[config.mk]
export PLATFORM = sky130hd
export DESIGN_NAME = uart_rx_sampler_flat
export DESIGN_NICKNAME = d
export VERILOG_FILES = /design/src/rtl/uart_pkg.sv /design/src/rtl/uart_rx_sampler_if.sv /design/src/rtl/uart_baud_timer.sv /design/src/rtl/uart_rx_sampler.sv /design/src/flat_wrapper.sv
export SDC_FILE = /design/constraint.sdc
export NUM_CORES = 1
export LEC_CHECK = 0
export ABC_AREA = 1
export ABC_CLOCK_PERIOD_IN_PS = 2830
export CAP_MARGIN = 15
export CORE_UTILIZATION = 60
export CTS_CLUSTER_DIAMETER = 120
export DETAILED_ROUTE_END_ITERATION = 8
export GPL_ROUTABILITY_DRIVEN = 0
export GPL_TIMING_DRIVEN = 0
export PLACE_DENSITY = 0.8
export SLEW_MARGIN = 20
export SYNTH_ARGS = -nofsm -noshare
export SYNTH_HDL_FRONTEND = slang
export SYNTH_SLANG_ARGS = --single-unit
[constraint.sdc]
create_clock -name clk_in -period 2.83 [get_ports clk_in]
set_input_delay 0.283 -clock clk_in [delete_from_list [all_inputs] [get_ports clk_in]]
set_output_delay 0.283 -clock clk_in [all_outputs]
set_load 0.02 [all_outputs]
[src/rtl/uart_pkg.sv]
// Shared UART definitions: speed codes, bit periods, FSM encoding and the
// speed-code-to-period lookup used by both the receiver and the transmitter.
package uart_pkg;

  localparam int unsigned CNT_W       = 13;
  localparam int unsigned SYNC_STAGES = 2;

  localparam logic [1:0] SPD_9600   = 2'b00;
  localparam logic [1:0] SPD_19200  = 2'b01;
  localparam logic [1:0] SPD_57600  = 2'b11;
  localparam logic [1:0] SPD_115200 = 2'b10;

  localparam logic [CNT_W-1:0] BIT_9600   = 13'd5208;
  localparam logic [CNT_W-1:0] BIT_19200  = 13'd2604;
  localparam logic [CNT_W-1:0] BIT_57600  = 13'd868;
  localparam logic [CNT_W-1:0] BIT_115200 = 13'd434;

  typedef enum logic [2:0] {
    ST_IDLE,
    ST_START,
    ST_DATA,
    ST_STOP,
    ST_WAIT_HIGH
  } uart_state_t;

  function automatic logic [CNT_W-1:0] bit_period(input logic [1:0] spd);
    logic [CNT_W-1:0] p;
    p = BIT_9600;
    case (spd)
      SPD_9600:   p = BIT_9600;
      SPD_19200:  p = BIT_19200;
      SPD_57600:  p = BIT_57600;
      SPD_115200: p = BIT_115200;
    endcase
    return p;
  endfunction

endpackage

[src/rtl/uart_rx_sampler_if.sv]
// Configuration and receive-result signals between the UART receiver and the
// register logic; master drives the rate handshake, slave returns bytes.
interface uart_rx_sampler_if;
  logic       pulse;
  logic [1:0] speed;
  logic [7:0] data_out;
  logic       data_valid;
  logic       frame_err;
  logic       busy;

  modport master (
    output pulse, speed,
    input  data_out, data_valid, frame_err, busy
  );

  modport slave (
    input  pulse, speed,
    output data_out, data_valid, frame_err, busy
  );
endinterface

[src/rtl/uart_baud_timer.sv]
// Bit-period timer: holds the requested speed, applies it only when the owner
// reports idle, and runs a free cycle counter with half/full period ticks.
module uart_baud_timer
  import uart_pkg::*;
(
  input  logic       clk_in,
  input  logic       rst,
  input  logic       pulse,
  input  logic [1:0] speed,
  input  logic       apply_ok,
  input  logic       cnt_clr,
  output logic       half_tick,
  output logic       full_tick
);

  logic [1:0]       speed_cache_q, speed_cache_d;
  logic             pending_q, pending_d;
  logic [CNT_W-1:0] period_q, period_d;
  logic [CNT_W-1:0] cnt_q, cnt_d;

  // A pulse arriving in the same cycle as an apply re-arms pending with the
  // newer code, so the last request always wins.
  always_comb begin
    speed_cache_d = speed_cache_q;
    pending_d     = pending_q;
    period_d      = period_q;
    if (apply_ok && pending_q) begin
      period_d  = bit_period(speed_cache_q);
      pending_d = 1'b0;
    end
    if (pulse) begin
      speed_cache_d = speed;
      pending_d     = 1'b1;
    end
  end

  assign half_tick = (cnt_q == (period_q >> 1) - CNT_W'(1));
  assign full_tick = (cnt_q == period_q - CNT_W'(1));

  always_comb begin
    cnt_d = cnt_q + CNT_W'(1);
    if (cnt_clr || full_tick) cnt_d = '0;
  end

  always_ff @(posedge clk_in) begin
    if (rst) begin
      speed_cache_q <= SPD_9600;
      pending_q     <= 1'b0;
      period_q      <= BIT_9600;
      cnt_q         <= '0;
    end else begin
      speed_cache_q <= speed_cache_d;
      pending_q     <= pending_d;
      period_q      <= period_d;
      cnt_q         <= cnt_d;
    end
  end

endmodule

[src/rtl/uart_rx_sampler.sv]
// 8N1 UART receiver: synchronizes rx, detects the start edge, samples each
// bit at mid-period and reports completed bytes or framing errors.
module uart_rx_sampler
  import uart_pkg::*;
(
  input  logic                 clk_in,
  input  logic                 rst,
  input  logic                 rx,
  uart_rx_sampler_if.slave     bus
);

  logic [SYNC_STAGES-1:0] sync_q, sync_d;
  logic                   rxs, rxs_prev_q, rxs_prev_d, fall;
  uart_state_t            state_q, state_d;
  logic [2:0]             bit_idx_q, bit_idx_d;
  logic [7:0]             shift_q, shift_d;
  logic [7:0]             data_out_q, data_out_d;
  logic                   data_valid_q, data_valid_d;
  logic                   frame_err_q, frame_err_d;
  logic                   busy_q, busy_d;
  logic                   half_tick, full_tick, cnt_clr;

  assign sync_d     = {sync_q[SYNC_STAGES-2:0], rx};
  assign rxs        = sync_q[SYNC_STAGES-1];
  assign rxs_prev_d = rxs;
  assign fall       = rxs_prev_q && !rxs;

  uart_baud_timer u_timer (
    .clk_in    (clk_in),
    .rst       (rst),
    .pulse     (bus.pulse),
    .speed     (bus.speed),
    .apply_ok  (state_q == ST_IDLE),
    .cnt_clr   (cnt_clr),
    .half_tick (half_tick),
    .full_tick (full_tick)
  );

  always_ff @(posedge clk_in) begin
    if (rst) begin
      sync_q       <= '1;
      rxs_prev_q   <= 1'b1;
      state_q      <= ST_IDLE;
      bit_idx_q    <= '0;
      shift_q      <= '0;
      data_out_q   <= '0;
      data_valid_q <= 1'b0;
      frame_err_q  <= 1'b0;
      busy_q       <= 1'b0;
    end else begin
      sync_q       <= sync_d;
      rxs_prev_q   <= rxs_prev_d;
      state_q      <= state_d;
      bit_idx_q    <= bit_idx_d;
      shift_q      <= shift_d;
      data_out_q   <= data_out_d;
      data_valid_q <= data_valid_d;
      frame_err_q  <= frame_err_d;
      busy_q       <= busy_d;
    end
  end

  always_comb begin
    state_d = state_q;
    unique case (state_q)
      ST_IDLE:      if (fall)      state_d = ST_START;
      ST_START:     if (half_tick) state_d = rxs ? ST_IDLE : ST_DATA;
      ST_DATA:      if (full_tick && bit_idx_q == 3'd7) state_d = ST_STOP;
      ST_STOP:      if (full_tick) state_d = rxs ? ST_IDLE : ST_WAIT_HIGH;
      ST_WAIT_HIGH: if (rxs)       state_d = ST_IDLE;
      default:                     state_d = ST_IDLE;
    endcase
  end

  // Counter is held at zero in IDLE and re-zeroed at the start-bit midpoint so
  // every later full tick lands in the middle of a bit.
  always_comb begin
    bit_idx_d    = bit_idx_q;
    shift_d      = shift_q;
    data_out_d   = data_out_q;
    data_valid_d = 1'b0;
    frame_err_d  = 1'b0;
    cnt_clr      = 1'b0;
    busy_d       = (state_d != ST_IDLE);
    case (state_q)
      ST_IDLE: cnt_clr = 1'b1;
      ST_START: begin
        if (half_tick) begin
          cnt_clr   = 1'b1;
          bit_idx_d = '0;
        end
      end
      ST_DATA: begin
        if (full_tick) begin
          shift_d   = {rxs, shift_q[7:1]};
          bit_idx_d = bit_idx_q + 3'd1;
        end
      end
      ST_STOP: begin
        if (full_tick) begin
          if (rxs) begin
            data_out_d   = shift_q;
            data_valid_d = 1'b1;
          end else begin
            frame_err_d  = 1'b1;
          end
        end
      end
      default: ;
    endcase
  end

  assign bus.data_out   = data_out_q;
  assign bus.data_valid = data_valid_q;
  assign bus.frame_err  = frame_err_q;
  assign bus.busy       = busy_q;

endmodule

[src/flat_wrapper.sv]
// flat-port wrapper written by rule: the top's interface ports become plain ports
module uart_rx_sampler_flat import uart_pkg::*;
  (clk_in, rst, rx, bus_pulse, bus_speed, bus_data_out, bus_data_valid, bus_frame_err, bus_busy);
  uart_rx_sampler_if bus_i ();
  input  logic clk_in;
  input  logic rst;
  input  logic rx;
  input wire logic [$bits(bus_i.pulse)-1:0] bus_pulse;
  input wire logic [$bits(bus_i.speed)-1:0] bus_speed;
  output wire logic [$bits(bus_i.data_out)-1:0] bus_data_out;
  output wire logic [$bits(bus_i.data_valid)-1:0] bus_data_valid;
  output wire logic [$bits(bus_i.frame_err)-1:0] bus_frame_err;
  output wire logic [$bits(bus_i.busy)-1:0] bus_busy;
  assign bus_i.pulse = bus_pulse;
  assign bus_i.speed = bus_speed;
  assign bus_data_out = bus_i.data_out;
  assign bus_data_valid = bus_i.data_valid;
  assign bus_frame_err = bus_i.frame_err;
  assign bus_busy = bus_i.busy;
  uart_rx_sampler u_core (.clk_in(clk_in), .rst(rst), .rx(rx), .bus(bus_i));
endmodule
# Yosys cells after proc, flatten, opt, wreduce, memory -nomap -nowiden
# Index checks and enable logic that the tools add are counted.
classes:
  eq_ne: 12
  div: 0
  order_cmp: 0
  n_bitwise: 2
  multipliers: 0
  shift: 0
  muxes: 18
  n_reduce_logical: 15
  addsub: 4
op_table:
  columns: ["cell", "n"]
  rows:
  - ["13-bit one-hot mux with 4 select lines", 1]
  - ["13-bit == test", 2]
  - ["3-bit 2-to-1 mux", 8]
  - ["3-bit one-hot mux with 5 select lines", 1]
  - ["13-bit by 1-bit adder with 13-bit output, second input constant", 1]
  - ["12-bit by 1-bit subtractor with 13-bit output, second input constant", 1]
  - ["13-bit by 1-bit subtractor with 13-bit output, second input constant", 1]
  - ["3-bit by 2-bit == test with 1-bit output, second input constant", 2]
  - ["3-bit == test, second input constant", 2]
  - ["3-bit one-hot mux with 2 select lines", 1]
  - ["3-bit AND reduction", 2]
  - ["1-bit 2-to-1 mux", 5]
  - ["2-bit == test, second input constant", 2]
  - ["2-bit by 1-bit != test with 1-bit output, second input constant", 2]
  - ["2-bit nonzero test", 2]
  - ["3-bit by 1-bit adder with 3-bit output, second input constant", 1]
  - ["3-bit by 1-bit == test with 1-bit output, second input constant", 1]
  - ["1-bit logical AND", 3]
  - ["3-bit zero test", 1]
  - ["3-bit nonzero test", 1]
  - ["3-bit OR reduction", 1]
  - ["2-bit by 1-bit == test with 1-bit output, second input constant", 1]
  - ["2-bit zero test", 1]
  - ["2-bit 2-to-1 mux", 1]
  - ["other kinds (6)", 7]
totals:
  latchBits: 0
  out_inout_bits: 11
  mem_bits_ro: 0
  ff_bits: 57
  ram_bits: 0
  inputBits: 6
  memories: 0
  elab_cells: 64

# Logic depth before layout (Yosys ltp)
depth:
  word_depth: 6
  mapped_depth: 18
  depth_no_buf: 17

# By module
# A second synthesis with hierarchy kept.
hier_totals:
  hier_cells: 418
  area_unflattened_um2: 2826.5
by_module_without_submodules:
  columns: ["module", "seq_area_each_um2", "area_per_inst_um2", "n_inst", "cells_per_inst"]
  rows:
  - ["uart_baud_timer", 500.5, 1686.6, 1, 267]
  - ["uart_rx_sampler", 560.5, 1139.8, 1, 151]

# Least setup slack after synthesis
# OpenSTA, ideal clock, no wires.
synth_timing:
  path_kind: "reg2reg"
  from: "register u_core.u_timer.period_q[7]"
  to: "register u_core.shift_q[5]"
  period_less_slack_ns: 2.071
  required_time_ns: 2.715
  path_stages_with_launch: 18
  slack_ns: 0.759
  arrival_ns: 1.956
  path_cell_list: "dfxtp_1 -> buf_6 -> clkinv_4 -> ha_1 -> nand2_2 -> nor2_2 -> nand3_1 -> nand3_1 -> nand2_1 -> nor2_1 -> nand2_1 -> nor2_4 -> nand2_4 -> inv_4 -> nand2_4 -> buf_6 -> o21ai_2 -> a21oi_2"
synth_via:
  elab_chain_cells: 3
synth_rtl:
  columns: ["element", "line_no", "text"]
  rows:
  - ["from (decl)", "uart_baud_timer.sv:18", "logic [CNT_W-1:0] period_q, period_d;"]
  - ["from (signal assigned)", "uart_baud_timer.sv:54", "period_q <= period_d;"]
  - ["13-bit by 1-bit subtractor with 13-bit output", "uart_baud_timer.sv:38", "assign full_tick = (cnt_q == period_q - CNT_W'(1));"]
  - ["13-bit == test", "uart_baud_timer.sv:38", null]
  - ["2-bit AND reduction (no line)", null, null]
  - ["to (signal assigned)", "uart_rx_sampler.sv:55", "shift_q <= shift_d;"]
  - ["to (decl)", "uart_rx_sampler.sv:16", "logic [7:0] shift_q, shift_d;"]
# No other way between the ends.
# A chain may end at the register's enable or synchronous reset.

# Worst setup path in the final report
layout_timing:
  from: "register u_core.u_timer.period_q[7]"
  to: "register u_core.u_timer.cnt_q[12]"
layout_via:
  elab_chain_cells: 6
layout_rtl:
  columns: ["element", "line_no", "text"]
  rows:
  - ["12-bit by 1-bit subtractor with 13-bit output", "uart_baud_timer.sv:37", "assign half_tick = (cnt_q == (period_q >> 1) - CNT_W'(1));"]
  - ["13-bit == test", "uart_baud_timer.sv:37", null]
  - ["1-bit 2-to-1 mux", "uart_rx_sampler.sv:88", "if (half_tick) begin"]
  - ["1-bit one-hot mux with 2 select lines", "uart_rx_sampler.sv:85", "case (state_q)"]
  - ["1-bit logical OR (*)", "uart_baud_timer.sv:42", "if (cnt_clr || full_tick) cnt_d = '0;"]
  - ["2-bit OR reduction (no line) (*)", null, null]
  - ["to (signal assigned)", "uart_baud_timer.sv:55", "cnt_q <= cnt_d;"]
  - ["to (decl)", "uart_baud_timer.sv:19", "logic [CNT_W-1:0] cnt_q, cnt_d;"]
# Every way passes the cells marked *; elsewhere a longest branch is shown, timed or not.

==> results_dict.tcl <==
set metrics [dict create \
    final_common_cell "nand2_1" \
    track_usage_pct 27.20 \
    muxShareOfSynthArea_pct 0 \
    min-delay-start "rst" \
    area_growth_syn_to_layout_pct 10.96 \
    drive_gt1_share_pct 12.45 \
    place_inst 525 \
    hold_end "u_core.u_timer.pending_q" \
    drc 0 \
    multi_input_area_um2 1689 \
    period_needed_ns 2.595 \
    yosys_register_bits 53 \
    initial_utilization_pct 62.95 \
    hpwl_mm 5.059 \
    syn_nets 457 \
    syn_inst 443 \
    maxSlewViolCount 0 \
    synth_area_um2 3013 \
    worstPathRequired_ns 3.04 \
    path_clk_slew_ns 0.11 \
    postSynthAreaPerCell_um2 6.801 \
    start_kind "flop" \
    wl_mm 6.642 \
    setup-violations-final 0 \
    port_buffers 15 \
    wire_per_inst_um 12.46 \
    crit_arrival_ns 2.81 \
    first_global_vias 2612 \
    synth-compound-area-share_pct 11.13 \
    final_nets 479 \
    timing.final.crit_share_pct 91.69 \
    synth_xor_area_share_pct 2.616 \
    finalHoldViolCount 0 \
    yosysSeqAreaShare_pct 35.22 \
    worst_pin_slew_ns 0.8262 \
    insertedDiodeCount 0 \
    skew_ns 0.01043 \
    viasPerCell 5.315 \
    synth-async-reset-ratio_pct 0 \
    first_pass_iters 5 \
    max_cap_violations 0 \
    dieArea_um2 5309 \
    register_area_um2 1062 \
    fp-row-count 25 \
    post-cts-setup-buffers 0 \
    reg2reg_slack_ns 0.24 \
    clock_sinks 53 \
    worstSetupEndpointType "flop" \
    status "finished, final reports clean" \
    final_util_pct 69.86 \
    crit_fanout 10 \
    totalNegativeSetupSlack_ns 0 \
    power.density_nw_per_um2 422.9 \
    synth_top_family_by_area "simple AND/OR/NAND/NOR gates" \
    nFillCells 435 \
    synth-simple-area-share_pct 39.00 \
    synth_edf_count 0 \
    drt_iter0_drc 187 \
    antenna_left 0 \
    critPathMaxStageDelay_ns 0.33 \
    fmax_ghz 0.3854 \
    io_pins 17 \
    rsz0062_at_grt "false" \
    core_um2 4786 \
    critPathMostFrequentCell "nand2_1" \
    h-tree-depth 2 \
    ys_types 32 \
    r2r-end "u_core.u_timer.cnt_q[12]" \
    cts_buffers 5 \
    grt-ovfl-total 0 \
    antenna_found_initial 0 \
    critPathKind "flop to flop" \
    vias 2833 \
    cts_tree "yes" \
    min_path_cells 2 \
    grt_max_degree 19 \
    relSlewSlack_pct 44.50 \
    crit_chain "buf_6, clkinv_4, ha_1, inv_1, nand2_1, nand2_1, nand2_1, nand2_1, nor2_1, nand2_1, nor2_1, nand2_1, nor2_1, a21oi_1, o21ai_2, buf_4, nor2_1" \
    final_cell_mix "nand2_1 (94), dfxtp_1 (52), nor2_1 (50), nand3_1 (50), inv_1 (48)" \
    hp-class "input pin to flop" \
    ff2ff_path_depth 17 \
    reg2reg_from "u_core.u_timer.period_q[7]" \
    yosysWarningCount 0 \
    peakVddDrop_v 0.0003762 \
    clockRootBuffer "clkbuf_8" \
    die_x_um 72.86 \
    p_leak_nw 1.414 \
    cp_slowest_cell "dfxtp_1" \
    synthFlopType "dfxtp_1" \
    die_y_um 72.86 \
    grt_pass1_wl_mm 11.30 \
    clock_path_buffers 2 \
    clock_latency_ns 0.32 \
    stdcell_count 533 \
    synth-adder-area-share_pct 3.322 \
]
-- Yosys cell counts, types with 4 or more instances --
cell / number / area share, %
clkbuf_1: 4 / 0.50
nand3_2: 5 / 1.7
inv_2: 4 / 0.50
nand3_1: 50 / 8.3
inv_1: 48 / 6.0
dfxtp_1: 53 / 35
xor2_1: 9 / 2.6
nor3_1: 16 / 2.7
nor2_1: 50 / 6.2
o21ai_0: 25 / 4.2
ha_1: 8 / 3.3
or2_2: 4 / 0.83
nand2_2: 8 / 1.7
nor2_4: 5 / 1.9
nand2_1: 94 / 12
a21oi_1: 25 / 4.2
nor2_2: 9 / 1.9
-- repair_timing --
action / 4_1_cts / 5_1_grt
hold buffers: 0 / 0
setup endpoints to repair: 0 / 1
resized for setup: 0 / 1
-- layer usage --
layer / up-vias / routed length [µm] / track usage, %
li1: 1474 / - / -
met1: 1291 / 3279 / 35.86
met2: 58 / 2991 / 45.38
met3: 10 / 236 / 3.867
met4: 0 / 136 / 9.804
met5: - / 0 / 0
-- how the worst max path moves through the flow --
stage | from | to | slack, ns | cells after the start
floorplan | u_core.u_timer.period_q[7] | u_core.shift_q[5] | 0.76 | 17
global placement | u_core.u_timer.period_q[9] | u_core.u_timer.cnt_q[0] | 0.33 | 13
detailed placement | u_core.u_timer.period_q[9] | u_core.u_timer.cnt_q[12] | 0.26 | 13
CTS | u_core.u_timer.period_q[9] | u_core.u_timer.cnt_q[12] | 0.24 | 13
global route | u_core.u_timer.period_q[7] | u_core.bit_idx_q[0] | 0.04 | 18
finish | u_core.u_timer.period_q[7] | u_core.u_timer.cnt_q[12] | 0.24 | 17
-- cells by family after synthesis --
group | after synthesis
buffers and inverters | 63
and+or+nand+nor | 249
AOI/OAI and AO/OA | 61
xor gates and xnor gates | 9
adders and majority gates | 8
DFF | 53
-- critical path: cells and delay by family, from the launching register on --
family          cells  cell delay [ns]
compound gates      2             0.44
fa+ha+maj           1             0.27
buf+inv             4             0.56
flops               1             0.33
simple gates       10             0.91
-- flip-flops by register name, summed over array words and instances (netlist names), 2 cells and up --
name                          flops
u_core.bit_idx_q                  3
u_core.u_timer.cnt_q             13
u_core.shift_q                    8
u_core.state_q                    3
u_core.bus.data_out               8
u_core.sync_q                     2
u_core.u_timer.period_q           9
u_core.u_timer.speed_cache_q      2
-- per-stage QoR --
step	total power (W)	hold slack [ns]	worst slack (ns)	instance area (µm²)
detailed placement	0.0009668	0.3948	0.2636	3247
finish	0.001414	0.3819	0.2353	3343
global placement	0.0009612	0.3943	0.3287	3247
CTS	0.001418	0.3836	0.2420	3342
floorplan	0.0009272	0.3868	0.7588	3013
global route	0.001474	0.4263	0.03836	3343
-- cell type report --
cell class	count	share of cell area (%)
inverters	54	6.287
multi-input cells	327	50.52
plain buffers	9	1.572
repair buffers	15	4.491
well taps	67	2.507
clock buffers	5	2.058
flip-flops and latches	53	31.77
clock inverters	3	0.7859
-- power breakdown --
part | switching, W | internal [W]
Combinational | 0.000113 | 0.0000608
Sequential | 0.0000179 | 0.000762
Clock | 0.000279 | 0.000181
Total | 0.000410 | 0.00100
Note: power is estimated with default switching activity, not from simulation.
